$ cat config.mk
export PLATFORM = sky130hd
export DESIGN_NAME = ifetch_axil_bridge_flat
export DESIGN_NICKNAME = d
export VERILOG_FILES = /design/src/rtl/ifetch_axil_bridge_pkg.sv /design/src/rtl/ifetch_axil_bridge_if.sv /design/src/rtl/ifetch_buf.sv /design/src/rtl/ifetch_axil_bridge.sv /design/src/flat_wrapper.sv
export SDC_FILE = /design/constraint.sdc
export NUM_CORES = 1
export LEC_CHECK = 0
export CORE_ASPECT_RATIO = 1.75
export CORE_MARGIN = 2
export CORE_UTILIZATION = 45
export CTS_CLUSTER_SIZE = 8
export DETAILED_ROUTE_END_ITERATION = 16
export PLACE_DENSITY = 0.8
export SYNTH_ARGS = -nofsm -noshare
export SYNTH_HDL_FRONTEND = slang
export SYNTH_SLANG_ARGS = --single-unit
export TNS_END_PERCENT = 5
$ cat constraint.sdc
create_clock -name clk -period 3.9 [get_ports clk]
set_input_delay 0.585 -clock clk [delete_from_list [all_inputs] [get_ports clk]]
set_output_delay 0.585 -clock clk [all_outputs]
set_load 0.01 [all_outputs]
$ cat src/rtl/ifetch_axil_bridge_pkg.sv
// Shared widths, AXI response codes and constants for the instruction-fetch bridge.
package ifetch_axil_bridge_pkg;

  localparam int unsigned AXI_ADDR_BUS  = 32;
  localparam int unsigned AXI_DATA_BUS  = 32;
  localparam int unsigned INST_ADDR_BUS = 32;
  localparam int unsigned INST_DATA_BUS = 32;

  typedef enum logic [1:0] {
    AXI_RESP_OKAY   = 2'b00,
    AXI_RESP_EXOKAY = 2'b01,
    AXI_RESP_SLVERR = 2'b10,
    AXI_RESP_DECERR = 2'b11
  } axi_resp_e;

  // MIPS NOP substituted when the slave reports an error.
  localparam logic [INST_DATA_BUS-1:0] ERR_INST = 32'h0000_0000;
  // Instruction access, unprivileged, secure.
  localparam logic [2:0] AR_PROT = 3'b100;

  function automatic logic resp_is_ok(input logic [1:0] resp);
    return resp == AXI_RESP_OKAY;
  endfunction

endpackage

$ cat src/rtl/ifetch_axil_bridge_if.sv
// AXI-Lite read-only channel bundle (AR + R) between the fetch bridge and the interconnect.
interface ifetch_axil_bridge_if;
  import ifetch_axil_bridge_pkg::*;

  logic [AXI_ADDR_BUS-1:0] m_araddr;
  logic [2:0]              m_arprot;
  logic                    m_arvalid;
  logic                    m_arready;
  logic [AXI_DATA_BUS-1:0] m_rdata;
  logic [1:0]              m_rresp;
  logic                    m_rvalid;
  logic                    m_rready;

  modport master (
    output m_araddr, m_arprot, m_arvalid, m_rready,
    input  m_arready, m_rdata, m_rresp, m_rvalid
  );

  modport slave (
    input  m_araddr, m_arprot, m_arvalid, m_rready,
    output m_arready, m_rdata, m_rresp, m_rvalid
  );

endinterface

$ cat src/rtl/ifetch_buf.sv
// One-entry instruction buffer: word address tag, data, valid flag and hit compare.
module ifetch_buf #(
  parameter int unsigned AddrW = 30,
  parameter int unsigned DataW = 32
) (
  input  logic             clk,
  input  logic             rst,
  input  logic             fill_en,
  input  logic [AddrW-1:0] fill_addr,
  input  logic [DataW-1:0] fill_data,
  input  logic             lookup_en,
  input  logic [AddrW-1:0] lookup_addr,
  output logic             hit,
  output logic [DataW-1:0] data
);

  logic             valid_q;
  logic [AddrW-1:0] addr_q;
  logic [DataW-1:0] data_q;

  // Buffer registers: cleared on reset, overwritten on every completed read.
  always_ff @(posedge clk) begin
    if (rst) begin
      valid_q <= 1'b0;
      addr_q  <= '0;
      data_q  <= '0;
    end else if (fill_en) begin
      valid_q <= 1'b1;
      addr_q  <= fill_addr;
      data_q  <= fill_data;
    end
  end

  assign hit  = lookup_en && valid_q && (addr_q == lookup_addr);
  assign data = data_q;

endmodule

$ cat src/rtl/ifetch_axil_bridge.sv
// Instruction-fetch bridge: turns core ROM fetches into single-beat AXI-Lite reads,
// serves hits from a one-entry buffer and stalls the core until the PC's word is present.
module ifetch_axil_bridge
  import ifetch_axil_bridge_pkg::*;
(
  input  logic                     clk,
  input  logic                     rst,
  input  logic                     rom_ce_i,
  input  logic [INST_ADDR_BUS-1:0] rom_addr_i,
  output logic [INST_DATA_BUS-1:0] rom_data_o,
  output logic                     stall_req_o,
  output logic                     fetch_err_o,
  ifetch_axil_bridge_if.master     axi
);

  localparam logic [1:0] StIdle = 2'd0;
  localparam logic [1:0] StAddr = 2'd1;
  localparam logic [1:0] StData = 2'd2;

  logic [1:0]              state_q, state_d;
  logic [AXI_ADDR_BUS-1:0] araddr_q, araddr_d;
  logic                    arvalid_q, arvalid_d;
  logic                    rready_q, rready_d;
  logic                    fetch_err_q, fetch_err_d;

  logic                     hit;
  logic [INST_DATA_BUS-1:0] buf_data;
  logic                     fill_en;
  logic [INST_DATA_BUS-1:0] fill_data;

  // Byte offset within the word never selects anything; the buffer is word-tagged.
  logic unused_addr_lsb;
  assign unused_addr_lsb = ^rom_addr_i[1:0];

  ifetch_buf #(
    .AddrW (INST_ADDR_BUS - 2),
    .DataW (INST_DATA_BUS)
  ) u_buf (
    .clk         (clk),
    .rst         (rst),
    .fill_en     (fill_en),
    .fill_addr   (araddr_q[AXI_ADDR_BUS-1:2]),
    .fill_data   (fill_data),
    .lookup_en   (rom_ce_i),
    .lookup_addr (rom_addr_i[INST_ADDR_BUS-1:2]),
    .hit         (hit),
    .data        (buf_data)
  );

  // Next-state logic for the single-outstanding read FSM and its AXI drivers.
  always_comb begin
    state_d     = state_q;
    araddr_d    = araddr_q;
    arvalid_d   = arvalid_q;
    rready_d    = rready_q;
    fetch_err_d = 1'b0;
    fill_en     = 1'b0;
    fill_data   = axi.m_rdata;
    case (state_q)
      StIdle: begin
        if (rom_ce_i && !hit) begin
          state_d   = StAddr;
          araddr_d  = {rom_addr_i[INST_ADDR_BUS-1:2], 2'b00};
          arvalid_d = 1'b1;
        end
      end
      StAddr: begin
        if (arvalid_q && axi.m_arready) begin
          state_d   = StData;
          arvalid_d = 1'b0;
          rready_d  = 1'b1;
        end
      end
      StData: begin
        // The fill always lands, even if the PC moved meanwhile; IDLE re-checks the hit.
        if (axi.m_rvalid && rready_q) begin
          state_d  = StIdle;
          rready_d = 1'b0;
          fill_en  = 1'b1;
          if (!resp_is_ok(axi.m_rresp)) begin
            fill_data   = ERR_INST;
            fetch_err_d = 1'b1;
          end
        end
      end
      default: state_d = StIdle;
    endcase
  end

  // State registers; reset abandons any transaction in flight.
  always_ff @(posedge clk) begin
    if (rst) begin
      state_q     <= StIdle;
      araddr_q    <= '0;
      arvalid_q   <= 1'b0;
      rready_q    <= 1'b0;
      fetch_err_q <= 1'b0;
    end else begin
      state_q     <= state_d;
      araddr_q    <= araddr_d;
      arvalid_q   <= arvalid_d;
      rready_q    <= rready_d;
      fetch_err_q <= fetch_err_d;
    end
  end

  assign axi.m_araddr  = araddr_q;
  assign axi.m_arprot  = AR_PROT;
  assign axi.m_arvalid = arvalid_q;
  assign axi.m_rready  = rready_q;

  assign rom_data_o  = hit ? buf_data : '0;
  assign stall_req_o = rom_ce_i && !hit;
  assign fetch_err_o = fetch_err_q;

endmodule

$ cat src/flat_wrapper.sv
// flat-port wrapper written by rule: the top's interface ports become plain ports
module ifetch_axil_bridge_flat import ifetch_axil_bridge_pkg::*;
  (clk, rst, rom_ce_i, rom_addr_i, rom_data_o, stall_req_o, fetch_err_o, axi_m_araddr, axi_m_arprot, axi_m_arvalid, axi_m_rready, axi_m_arready, axi_m_rdata, axi_m_rresp, axi_m_rvalid);
  ifetch_axil_bridge_if axi_i ();
  input  logic clk;
  input  logic rst;
  input  logic rom_ce_i;
  input  logic [INST_ADDR_BUS-1:0] rom_addr_i;
  output logic [INST_DATA_BUS-1:0] rom_data_o;
  output logic stall_req_o;
  output logic fetch_err_o;
  output wire logic [$bits(axi_i.m_araddr)-1:0] axi_m_araddr;
  output wire logic [$bits(axi_i.m_arprot)-1:0] axi_m_arprot;
  output wire logic [$bits(axi_i.m_arvalid)-1:0] axi_m_arvalid;
  output wire logic [$bits(axi_i.m_rready)-1:0] axi_m_rready;
  input wire logic [$bits(axi_i.m_arready)-1:0] axi_m_arready;
  input wire logic [$bits(axi_i.m_rdata)-1:0] axi_m_rdata;
  input wire logic [$bits(axi_i.m_rresp)-1:0] axi_m_rresp;
  input wire logic [$bits(axi_i.m_rvalid)-1:0] axi_m_rvalid;
  assign axi_m_araddr = axi_i.m_araddr;
  assign axi_m_arprot = axi_i.m_arprot;
  assign axi_m_arvalid = axi_i.m_arvalid;
  assign axi_m_rready = axi_i.m_rready;
  assign axi_i.m_arready = axi_m_arready;
  assign axi_i.m_rdata = axi_m_rdata;
  assign axi_i.m_rresp = axi_m_rresp;
  assign axi_i.m_rvalid = axi_m_rvalid;
  ifetch_axil_bridge u_core (.clk(clk), .rst(rst), .rom_ce_i(rom_ce_i), .rom_addr_i(rom_addr_i), .rom_data_o(rom_data_o), .stall_req_o(stall_req_o), .fetch_err_o(fetch_err_o), .axi(axi_i));
endmodule
* After elaboration in Yosys (flattened, before gate mapping)
Cells that the tools add are included.
** Cells by class
- Reductions and logical operators :: 15
- Mux-type cells :: 17
- Bitwise operators :: 2
- Equal/unequal tests :: 6
** Operators by type and width (count)
- $mux 32 :: 4
- $eq 30x30->1 :: 1
- $reduce_and 3->1 :: 3
- $mux 1 :: 7
- $mux 2 :: 3
- $pmux 2 s3 :: 1
- $logic_and 1x1->1 :: 5
- $logic_not 2->1 :: 2
- $ne 2x1->1 const B :: 2
- $pmux 1 s2 :: 2
- $reduce_bool 2->1 :: 2
- $reduce_or 3->1 :: 1
- $eq 2x1->1 const B :: 1
- $eq 2x2->1 const B :: 1
- $ne 2x2->1 const B :: 1
- $not 1->1 :: 2
- $reduce_and 2->1 :: 1
- $logic_not 1->1 :: 1
** Storage, ports and cells
- Input bits :: 71
- Register bits after elaboration :: 98
- Logic and storage cells :: 48

* Depth between registers and ports, before layout
Gate-level depths: netlist (run 1).
- Word-level depth :: 6
- Gate-level depth with buffers :: 8

* By module
A second synthesis (run 1) with hierarchy kept.
** Unflattened totals
- Cell total of the unflattened synthesis :: 476
- Area, all modules :: 4287.9 µm²
** By module, submodules not included
- ifetch_buf :: area each 2531.2 µm², cells each 244, times used 1
- ifetch_axil_bridge :: area each 1756.7 µm², cells each 232, times used 1

* Least setup slack after synthesis (run 1)
Ideal clock, no wire load.
- Kind :: in2out
- Start :: input rom_addr_i[27]
- End :: output rom_data_o[0]
- Arrival time :: 1.744 ns
- Path buffers :: 1
- Required time :: 3.315 ns
- Stages :: 6
- Path slack :: 1.571 ns
- Path through :: xor2_1 > nor4_1 > nand4_1 > nor2_1 > clkbuf_1 > and2_1
** Between the ends
- Longest elaborated chain between the ends :: 3
** RTL lines
- start: declaration :: RTL line flat_wrapper.sv:8 : input logic [INST_ADDR_BUS-1:0] rom_addr_i;
- $eq 30x30->1 :: RTL line ifetch_buf.sv:34 : assign hit = lookup_en && valid_q && (addr_q == lookup_addr);
- $logic_and 1x1->1 :: RTL line ifetch_buf.sv:34
- $mux 32 :: RTL line ifetch_axil_bridge.sv:112 : assign rom_data_o = hit ? buf_data : '0;
- end: declaration :: RTL line flat_wrapper.sv:9 : output logic [INST_DATA_BUS-1:0] rom_data_o;
Every way passes these cells.

* Worst setup path after layout (run 1)
- Start :: input rom_addr_i[26]
- End :: output rom_data_o[1]
The elaborated chain is that of the path after synthesis.

==> impl_metrics.py, run 1 <==
metrics = {
    "critical_path": {
        "critPathMaxFanout": 32,
        "end_kind": "output pin",
        "cp_top_family": "buffers and inverters",
        "path_buf_inv": 3,
        "criticalPathCategory": "primary input to output pin",
        "critPathMostFrequentCell": "clkdlybuf4s50_1",
        "regToRegSetupSlack_ns": 1.53,
        "crit_arrival_ns": 3.05,
        "crit_required_ns": 3.31,
        "crit_chain": "clkdlybuf4s50_1 > xor2_1 > nor4_1 > nand4_1 > nor2_1 > buf_4 > and2_1 > clkdlybuf4s50_1",
        "cp-start-kind": "primary input",
        "reg2reg_depth": 7,
        "critical-path-slowest-cell": "clkdlybuf4s50_1",
        "r2r-end": "u_core.axi.m_araddr[23]",
        "cpPeakStageDelay_ns": 0.56,
        "worst_r2r_startpoint": "u_core.u_buf.addr_q[23]",
    },
    "drt": {
        "num_vias": 3366,
        "drc": 0,
        "drtPass1Iterations": 4,
        "drt_wl_total_um": 9892,
        "via_per_inst": 5.069,
        "drtIter0Drc": 157,
        "post_drt_wl_per_cell_um": 14.90,
        "final_antenna_net_count": 0,
    },
    "clocking": {
        "clockBufferDepth": 2,
        "clock-root-buffer": "clkbuf_16",
        "clkLatencyLatePin_ns": 0.34,
        "clock_sinks": 98,
        "path_clk_slew_ns": 0.06,
        "cts_tree": "done",
        "cts_buffers": 9,
        "htree_levels": 3,
        "postCtsSetupRepairBufs": 0,
        "cts_resized": 0,
        "hold_buffers": 0,
    },
    "worst_hold_path": {
        "min_path_cells": 2,
        "timing.hold.worst.class": "flip-flop to flip-flop",
        "min_to": "u_core.u_buf.addr_q[13]",
        "hp-start": "u_core.u_buf.addr_q[13]",
    },
    "place": {
        "dp_hpwl_um": 7286,
        "dp_slack_ns": 0.2892,
        "numPortBuffers": 134,
        "gp_congestion": 0.7733,
    },
    "die": {
        "ios": 142,
        "dieArea_mm2": 0.009619,
        "die_y_um": 128.3,
        "start_util_pct": 46.09,
        "rows": 45,
        "fp.dieW_um": 75,
        "core_area_mm2": 0.008615,
    },
    "synth": {
        "yosysTopAreaCell": "dfxtp_1",
        "synth_cells": 422,
        "yosysTopAreaCellShare_pct": 49.42,
        "syn_avg_cell_area_um2": 9.408,
        "synthFlopType": "dfxtp_1",
        "synthesis.area_mm2": 0.003970,
        "synthDistinctLibCells": 30,
        "yosys-top-cells-area": "dfxtp_1, mux2i_1, a22o_1",
        "synth_warnings": 0,
        "ys_seq_elements": 98,
        "synth_edf_count": 0,
        "yosysSeqAreaShare_pct": 49.42,
        "async_flop_share_pct": 0,
    },
    "sta": {
        "hold_violations": 0,
        "rsz0062_at_grt": "false",
        "worstMarginPinSlew_ns": 0.7185,
        "finClkSkew_ns": 0.004951,
        "period_share_pct": 93.22,
        "slew_viol_final": 0,
        "fmax_mhz": 275.1,
        "setup_viol": 0,
        "fin_crit_ns": 3.636,
        "tns_ns": 0,
        "setup_ws_ns": 0.2644,
        "slew_headroom_pct": 52.10,
    },
    "pwr": {
        "p_leak_uw": 0.002204,
        "ir_drop_v": 0.0002182,
        "p_clk_share_pct": 34.3,
        "p_sw_uw": 544.9,
        "pwr-share-seq_pct": 48.4,
        "p_comb_share_pct": 17.3,
        "powerDensity_mw_per_mm2": 399.4,
        "internal-power_uw": 1697,
        "switching_share_pct": 24.31,
    },
    "run_status": {
        "status": "completed",
    },
    "cells_and_area": {
        "syn2layout_area_growth_pct": 41.38,
        "multiInputGateArea_mm2": 0.001833,
        "fillers": 710,
        "nets": 621,
        "layout-drive-gt1-share_pct": 4.022,
        "antenna_cells": 0,
        "regArea_mm2": 0.001962,
    },
    "global_route": {
        "track_usage_pct": 21.30,
        "grt_pass1_wl_um": 15690,
        "grt_max_degree": 37,
        "antenna_found_initial": 0,
        "overflow": 0,
        "grt_pass1_vias": 3426,
    },
    "job": {
        "maxCapViolCount": 0,
    },
}
-- worst max path at each step --
stage | start | end | slack (ns) | cells after the start
2_1_floorplan | rom_addr_i[27] | rom_data_o[0] | 1.57 | 6
3_3_place_gp | rom_addr_i[26] | rom_data_o[1] | 0.31 | 8
3_5_place_dp | rom_addr_i[26] | rom_data_o[1] | 0.29 | 8
4_1_cts | rom_addr_i[26] | rom_data_o[1] | 0.24 | 8
5_1_grt | rom_addr_i[26] | rom_data_o[7] | 0.13 | 8
6_report | rom_addr_i[26] | rom_data_o[1] | 0.26 | 8
-- cells in the final DEF, fill, tap and decap left out, types with 2 or more instances in the layout --
cell	n
nor2_1	34
inv_1	4
xor2_1	30
nand2_1	64
clkdlybuf4s50_1	133
nand4_1	2
conb_1	5
a21oi_1	32
ha_1	4
nor4_1	7
buf_4	7
o21ai_0	2
and2_1	32
nand2b_1	3
a22o_1	32
nor3_1	2
dfxtp_1	98
clkbuf_16	9
mux2i_1	31
-- worst register-to-register path, stage by stage, from the launching register on --
cell	delay, ns
dfxtp_1	0.32
xor2_1	0.18
nor4_1	0.41
nand4_1	0.24
o211a_1	0.55
buf_12	0.31
mux2i_1	0.18
nor2_1	0.05
-- power by group through the flow --
stage | clock network [uW] | registers (uW) | logic, uW
floorplan | 0 | 1120 | 195
global placement | 0 | 1100 | 382
detailed placement | 0 | 1110 | 390
CTS | 788 | 1080 | 392
global route | 827 | 1090 | 417
finish | 770 | 1080 | 388
-- synthesized netlist by cell type, drive strengths merged (2+ instances only) --
| cell type | number |
|---|---|
| a21oi | 32 |
| a22o | 32 |
| and2 | 32 |
| buf | 11 |
| clkbuf | 21 |
| conb | 2 |
| dfxtp | 98 |
| ha | 4 |
| inv | 4 |
| mux2i | 31 |
| nand2 | 64 |
| nand2b | 3 |
| nand4 | 2 |
| nor2 | 35 |
| nor3 | 2 |
| nor4 | 8 |
| o21ai | 2 |
| xor2 | 30 |
-- through the flow --
stage	util (%)	area [um^2]	power, uW	std cells	hold WS, ns
floorplan	-	3981	1313	425	0.4402
global placement	62.28	5365	1486	652	0.4494
detailed placement	62.28	5365	1497	652	0.4585
CTS	65.16	5613	2264	664	0.4690
global route	65.16	5613	2335	664	0.4858
finish	65.16	5613	2242	664	0.4670
-- sequential cells by signal, summed over array words and instances (netlist names) --
name,flops
u_core.axi.m_rready,1
u_core.u_buf.valid_q,1
u_core.fetch_err_o,1
u_core.axi.m_araddr,30
u_core.axi.m_arvalid,1
u_core.u_buf.data,32
u_core.state_q,2
u_core.u_buf.addr_q,30
-- area by class of cell --
type / count / share of cell area, %
clock buffer: 11 / 4.325
sequential: 98 / 34.95
clock inverter: 1 / 0.08917
tap: 117 / 2.608
timing repair buffer: 142 / 25.10
inverter: 4 / 0.2675
multi-input combinational: 291 / 32.66
-- per-layer routing --
layer	vias to the layer above	wire [um]	GRT usage (%)
li1	1647	-	-
met2	123	5210	38.54
met5	-	0	0
met4	0	422	11.87
met1	1570	3679	21.18
met3	26	579	5.110
-- kinds of logic after synthesis --
kind of cell / count (synthesis) / share of synthesized area, %
adders and majority gates: 4 / 1.261
buffers and inverters: 36 / 4.917
AOI/OAI and AO/OA: 73 / 12.80
and+or+nand+nor: 148 / 16.99
other: 2 / 0.1892
muxes: 31 / 7.816
DFF: 98 / 49.42
xor gates and xnor gates: 30 / 6.618
Note: power is estimated with default switching activity, not from simulation.
==> run 2: changes to the inputs <==
CORE_UTILIZATION = 48   (was 45)
PLACE_DENSITY = 0.85   (was 0.8)
==> impl_metrics.py, run 2 (same netlist as run 1, synthesis figures left out) <==
metrics = {
    "die": {
        "die_y_um": 124.3,
        "dieArea_mm2": 0.009043,
        "fp.dieW_um": 72.75,
        "core_area_mm2": 0.007963,
        "rows": 43,
        "ios": 142,
        "start_util_pct": 49.86,
    },
    "global_route": {
        "track_usage_pct": 22.12,
        "antenna_found_initial": 0,
        "grt_pass1_wl_um": 15750,
        "grt_pass1_vias": 3421,
        "overflow": 0,
        "grt_max_degree": 64,
    },
    "sta": {
        "period_share_pct": 92.15,
        "fin_crit_ns": 3.594,
        "slew_viol_final": 0,
        "setup_viol": 0,
        "hold_violations": 0,
        "finClkSkew_ns": 0.004110,
        "slew_headroom_pct": 51.79,
        "fmax_mhz": 278.3,
        "rsz0062_at_grt": "false",
        "setup_ws_ns": 0.3063,
        "tns_ns": 0,
        "worstMarginPinSlew_ns": 0.7232,
    },
    "cells_and_area": {
        "fin_util_pct": 70.79,
        "layout-drive-gt1-share_pct": 4.719,
        "fillers": 619,
        "largest_reg_flops": 32,
        "nets": 621,
        "design_area_mm2": 0.005637,
        "antenna_cells": 0,
        "syn2layout_area_growth_pct": 41.98,
        "mostFrequentLayoutCell": "clkdlybuf4s50_1",
        "layout_common_cells": "clkdlybuf4s50_1, dfxtp_1, nand2_1",
    },
    "drt": {
        "drc": 0,
        "via_per_inst": 5.248,
        "post_drt_wl_per_cell_um": 15.34,
        "drtPass1Iterations": 4,
        "final_antenna_net_count": 0,
        "drt_wl_total_um": 9834,
        "num_vias": 3364,
        "drtIter0Drc": 181,
    },
    "job": {
        "maxCapViolCount": 0,
    },
    "critical_path": {
        "critical-path-slowest-cell": "clkdlybuf4s50_1",
        "critPathMaxFanout": 32,
        "reg2reg_depth": 7,
        "crit_required_ns": 3.31,
        "critPathMostFrequentCell": "clkdlybuf4s50_1",
        "end_kind": "output pin",
        "cp-start-kind": "primary input",
        "crit_arrival_ns": 3.01,
        "crit_chain": "clkdlybuf4s50_1 > xor2_1 > nor4_1 > nand4_1 > nor2_1 > buf_4 > and2_1 > clkdlybuf4s50_1",
        "criticalPathCategory": "primary input to output pin",
        "worst_r2r_startpoint": "u_core.u_buf.addr_q[9]",
        "regToRegSetupSlack_ns": 1.54,
        "r2r-end": "u_core.axi.m_araddr[23]",
        "cpPeakStageDelay_ns": 0.55,
    },
    "worst_hold_path": {
        "timing.hold.worst.class": "flip-flop to flip-flop",
        "hp-start": "u_core.axi.m_araddr[27]",
        "min_to": "u_core.u_buf.addr_q[25]",
        "min_path_cells": 2,
    },
    "clocking": {
        "postCtsSetupRepairBufs": 0,
        "cts_resized": 0,
        "path_clk_slew_ns": 0.06,
        "clock-root-buffer": "clkbuf_16",
        "clockBufferDepth": 2,
        "clkLatencyLatePin_ns": 0.33,
        "hold_buffers": 0,
        "clock_sinks": 98,
        "cts_buffers": 9,
        "htree_levels": 3,
        "cts_tree": "done",
    },
    "run_status": {
        "status": "completed",
    },
    "pwr": {
        "powerDensity_mw_per_mm2": 418.6,
        "power_uw": 2360,
        "ir_drop_v": 0.0002817,
        "p_leak_uw": 0.002234,
    },
    "place": {
        "gp_congestion": 0.8050,
        "numPortBuffers": 134,
        "dp_slack_ns": 0.2549,
        "place_area_mm2": 0.005331,
        "dp_hpwl_um": 7269,
    },
}
run 2: cell types whose count changed in the layout (fill, tap and decap cells not counted), sizes merged:
cell,delta
bufinv,+1
inv,+1
clkinv,+1
clkbuf,+1
run 2: worst max-delay path by stage:
stage,start,end,slack (ns),cells past startpoint
floorplan,rom_addr_i[27],rom_data_o[0],1.57,6
global placement,rom_addr_i[29],rom_data_o[30],0.32,8
detailed placement,rom_addr_i[24],rom_data_o[12],0.25,8
CTS,rom_addr_i[24],rom_data_o[30],0.25,8
global route,rom_addr_i[24],rom_data_o[28],0.13,8
finish,rom_addr_i[29],rom_data_o[30],0.31,8
run 2: cell type report:
type	count	area [um^2]	share of cell area, %
multi-input combinational	291	1833	32.52
sequential	98	1962	34.81
tap	90	112.6	1.998
inverter	4	15.01	0.2664
clock buffer	12	256.5	4.550
clock inverter	4	48.80	0.8657
timing repair buffer	142	1409	24.99
run 2: through the flow:
stage	std cells	hold slack, ns
after CTS	641	0.4683
after detailed placement	625	0.4583
after global routing	641	0.4929
final	641	0.4646
after floorplan	425	0.4402
after global placement	625	0.4493
run 2: report_power, final:
part | internal, uW | total (uW) | switching, uW | leakage, uW
combinational | 215 | 388 | 173 | 0.00129
sequential | 1050 | 1080 | 36.9 | 0.000795
clock | 532 | 888 | 355 | 0.000153
run 2: layer usage:
layer  routed length, um  up-vias  track usage [%]
met5                   0        -                0
met4                 303        0            9.804
met3                 569       15            6.068
met2                5391      121            40.64
met1                3570     1576            22.15
li1                    -     1652                -
run 2: worst max-delay path, delay by kind of cell:
family,cells,cell delay (ns)
buffers and inverters,3,1.28
AND/OR/NAND/NOR,4,0.91
XOR/XNOR,1,0.22
